[src/rtl/sort_check_accum.sv]
// sort_check_accum
//   Word counter plus running unsigned sum for one side of the sorter
//   stream.  'clear' restarts the frame; if 'add' is high in the same
//   cycle the new frame starts with that word already counted.
//   Ports:
//     clk, rst : clock, synchronous active-high reset
//     clear    : start a new frame
//     add      : accumulate 'data' this cycle
//     data     : word to accumulate
//     cnt      : words accumulated in the current frame
//     sum      : running sum of those words
module sort_check_accum #(
  parameter int WIDTH = 32,
  parameter int CW    = 11,
  parameter int SW    = 43
) (
  input  logic             clk,
  input  logic             rst,
  input  logic             clear,
  input  logic             add,
  input  logic [WIDTH-1:0] data,
  output logic [CW-1:0]    cnt,
  output logic [SW-1:0]    sum
);

  always_ff @(posedge clk) begin
    if (rst) begin
      cnt <= '0;
      sum <= '0;
    end else if (clear) begin
      cnt <= add ? CW'(1) : '0;
      sum <= add ? SW'(data) : '0;
    end else if (add) begin
      cnt <= cnt + CW'(1);
      sum <= sum + SW'(data);
    end
  end

endmodule

[config.mk]
export PLATFORM = sky130hd
export DESIGN_NAME = sort_check_accum
export DESIGN_NICKNAME = d
export VERILOG_FILES = /design/src/rtl/sort_check_accum.sv
export SDC_FILE = /design/constraint.sdc
export NUM_CORES = 1
export LEC_CHECK = 0
export ABC_AREA = 1
export CORE_UTILIZATION = 50
export DETAILED_ROUTE_END_ITERATION = 12
export DONT_BUFFER_PORTS = 1
export PLACE_DENSITY = 0.75
export SETUP_SLACK_MARGIN = 0.4
export SLEW_MARGIN = 5
export SYNTH_ARGS = -nofsm -noshare
export SYNTH_HDL_FRONTEND = slang
export SYNTH_SLANG_ARGS = --single-unit
[constraint.sdc]
create_clock -name clk -period 2.6 [get_ports clk]
set_clock_uncertainty 0.05 [all_clocks]
set_input_delay 0.39 -clock clk [delete_from_list [all_inputs] [get_ports clk]]
set_output_delay 0.39 -clock clk [all_outputs]
set_load 0.03 [all_outputs]
==> metrics.cfg <==
[floorplanning]
core_area_sq_um=10370
die_w_um=105.6
start_util_pct=51.79
die_area_sq_um=11160
num_rows=37
die_h_um=105.6
io_pins=90

[power_and_ir_drop]
vdd_drop_max_uv=268.6
clockPowerShare_pct=23.8
intPower_uw=1372
combPwrFrac_pct=38.2
p_seq_share_pct=38.0
power_leakage_uw=0.003103
sw_frac_of_total_pct=41.92
switchingPower_uw=990.4
power_density_nw_per_um2=397.1

[timing]
finalSetupViolCount=0
relSlewSlack_pct=57.00
worst_slack_ps=513.0
fin_crit_ps=2087
rsz0062_at_grt=no
tightestPinTransition_ps=644.3
max_freq_mhz=479.2
fin_crit_sh_pct=80.27
finalSetupTns_ps=0
hold_viol=0
holdWs_ps=49.15
slew_viol_final=0

[synth]
synth_ff_type=dfxtp_1
syn_area_sq_um=5370
synth-adder-area-share_pct=8.062
yosysTopAreaCell=nand2_1
seq_area_frac_synth_pct=20.13
synth_top_family_by_area=simple AND/OR/NAND/NOR gates
avgSynthCellArea_sq_um=5.600
synth.area.top_cells=nand2_1 (22%), dfxtp_1 (20%), inv_1 (10%)
synth_edf_count=0
synth_cell_type_count=36
async_reset_ff_share_pct=0
ys_ff_latch=54
yosysWarnings=0
synth_top_area_share_pct=22.16
synth_simple_gate_area_share_pct=45.04
synth_nets=1029
syn_inst=959
synth_compound_area_share_pct=11.30
synth_xor_area_share_pct=2.283
muxShareOfSynthArea_pct=0

[setup_path]
cp_data_arrival_time_ps=2310
crit_chain=ha_4, inv_1, fa_2, inv_2, nand3_2, nand3_4, nand3_2, nand3_4, buf_4, xor2_2, o21ai_1, a21oi_1
worst-path-buf-inv=3
path_delay_family=adder cells
worstPathMaxFanout=3
max_stage_delay_ps=440
path_class=register to register
end_kind=register
cp_slowest_cell=dfxtp_4
critPathLaunchType=register
cp.required_ps=2830

[clocking]
worstSkewPairLatency_ps=340
cts_sinks=54
hold_buffers=0
clock_path_buffers=2
cts_tree=built
cts_made_buffers=5
clkTransAtPathRegs_ps=130
h-tree-depth=2
cts_root_buf=clkbuf_8

[global_routing]
antenna_found_initial=0
grt_pass1_vias=5216
gr-total-overflow=0
grt_pass1_wl_um=24520
grt_max_degree=50
grt_util_all_layers_pct=27.20

[route]
firstDrtPassIters=7
wl_per_cell_um=13.47
wirelength_um=15140
viasPerCell=5.142
initialDrtViolationCount=351
routed-via-count=5780
drc=0
ant_nets=0

[placed_design]
place_congestion=0.9584
port_buffers=0
dpl.hpwl_um=11920
place_ws_ps=248.4
placed_cell_area_sq_um=5719

[layout]
fin_nets=1057
design_area_sq_um=5949
diodes=0
drive_gt1_share_pct=14.68
area_growth_pct=10.79
fillCellCount=1088

[worst_hold_path]
hp-class=input port to register

[run_status]
outcome=complete, no violations

[run]
drv_cap=0

==> placed cells by master (no fill, tap or decap), drive strengths merged <==
cell type  netlist  routed
buf              5      41
o21bai           3       3
inv            163     165
nand3           62      62
fa               1       1
and2             1       1
ha              33      33
xor2            13      13
a21o             2       2
clkbuf          15       5
nand4            2       2
nor2           137     137
nor3            16      16
o21a             1       1
nand2          342     342
o211ai           1       1
a31oi            1       1
o22ai            1       1
a21oi           75      75
xnor2            1       1
o21ai           28      28
clkinv           1       2
nor4             1       1
dfxtp           54      54
==> power by group through the flow <==
stage	combinational [uW]	clock, uW	sequential (uW)
6_report	902	563	898
4_1_cts	864	565	897
3_3_place_gp	849	0	915
3_5_place_dp	859	0	916
5_1_grt	999	600	903
2_1_floorplan	585	0	987
==> kinds of logic (layout without fill, tap and decap cells) <==
family / count (synthesis) / after routing
simple gates: 561 / 561
compound gates: 112 / 112
buf+inv: 184 / 213
fa+ha+maj: 34 / 34
xor+xnor: 14 / 14
flops: 54 / 54
==> metal layers <==
metal  part of all wire (%)  up-vias  GRT usage (%)  wire length, um
li1                       -     3000              -                -
met3                    8.0       21          5.875             1218
met4                    1.6        0          6.746              244
met1                     45     2560          35.82             6799
met5                      0        -              0                0
met2                     45      199          45.11             6875
==> worst paths after layout <==
check / from / end / slack, ps / depth (start not counted)
worst max-delay path: sum[0]$_SDFFE_PP0P_ / sum[12]$_SDFFE_PP0P_ / 510 / 12
worst min-delay path: rst / sum[31]$_SDFFE_PP0P_ / 50 / 1
worst max register to register: sum[0]$_SDFFE_PP0P_ / sum[12]$_SDFFE_PP0P_ / 510 / 12
worst min register to register: sum[0]$_SDFFE_PP0P_ / sum[0]$_SDFFE_PP0P_ / 520 / 2
==> per-stage QoR <==
stage | instances | total power (uW) | utilization, %
final | 1124 | 2363 | 57.37
after global routing | 1124 | 2501 | 57.37
after CTS | 1119 | 2326 | 56.21
after detailed placement | 1111 | 1775 | 55.15
after global placement | 1111 | 1764 | 55.15
after floorplan | 959 | 1572 | -
==> synth_stat cells, types with 2 or more instances <==
cell / count
nor3_2: 2
nor3_1: 12
o21ai_1: 3
nand4_1: 2
clkbuf_1: 15
o21ai_2: 2
nor2_2: 16
inv_1: 148
buf_4: 2
o21ai_0: 23
inv_2: 15
o21bai_1: 3
nand2_1: 317
nand3_1: 50
ha_1: 33
buf_2: 2
nand2_2: 25
nand3_2: 12
xor2_1: 13
a21o_1: 2
nor2_1: 120
a21oi_2: 5
a21oi_1: 70
nor3_4: 2
dfxtp_1: 54
==> state kept, by name (all words and copies together) (netlist names) <==
register / cells
cnt: 11
sum: 43
==> timing repair <==
item / 4_1_cts / 5_1_grt
pin swaps: 0 / 8
setup endpoints to repair: 12 / 16
setup buffers: 0 / 5
resized for setup: 4 / 17
==> area by class of cell <==
type	instances	area [sq um]	area share, %
inverters	164	615.6	10.35
clock buffers	5	68.82	1.157
clock inverters	3	28.78	0.4837
flip-flops and latches	54	1086	18.25
multi-input cells	721	3672	61.72
well taps	136	170.2	2.860
repair buffers	41	307.8	5.173
==> worst register-to-register path, delay by kind of cell, from the launching register on <==
family,cells,cell delay (ps)
AO/OA/AOI/OAI,2,210
XOR/XNOR,1,160
adder cells (fa/ha/maj),2,560
buffers and inverters,3,250
flip-flops,1,440
AND/OR/NAND/NOR,4,370
Note: power is estimated with default switching activity, not from simulation.
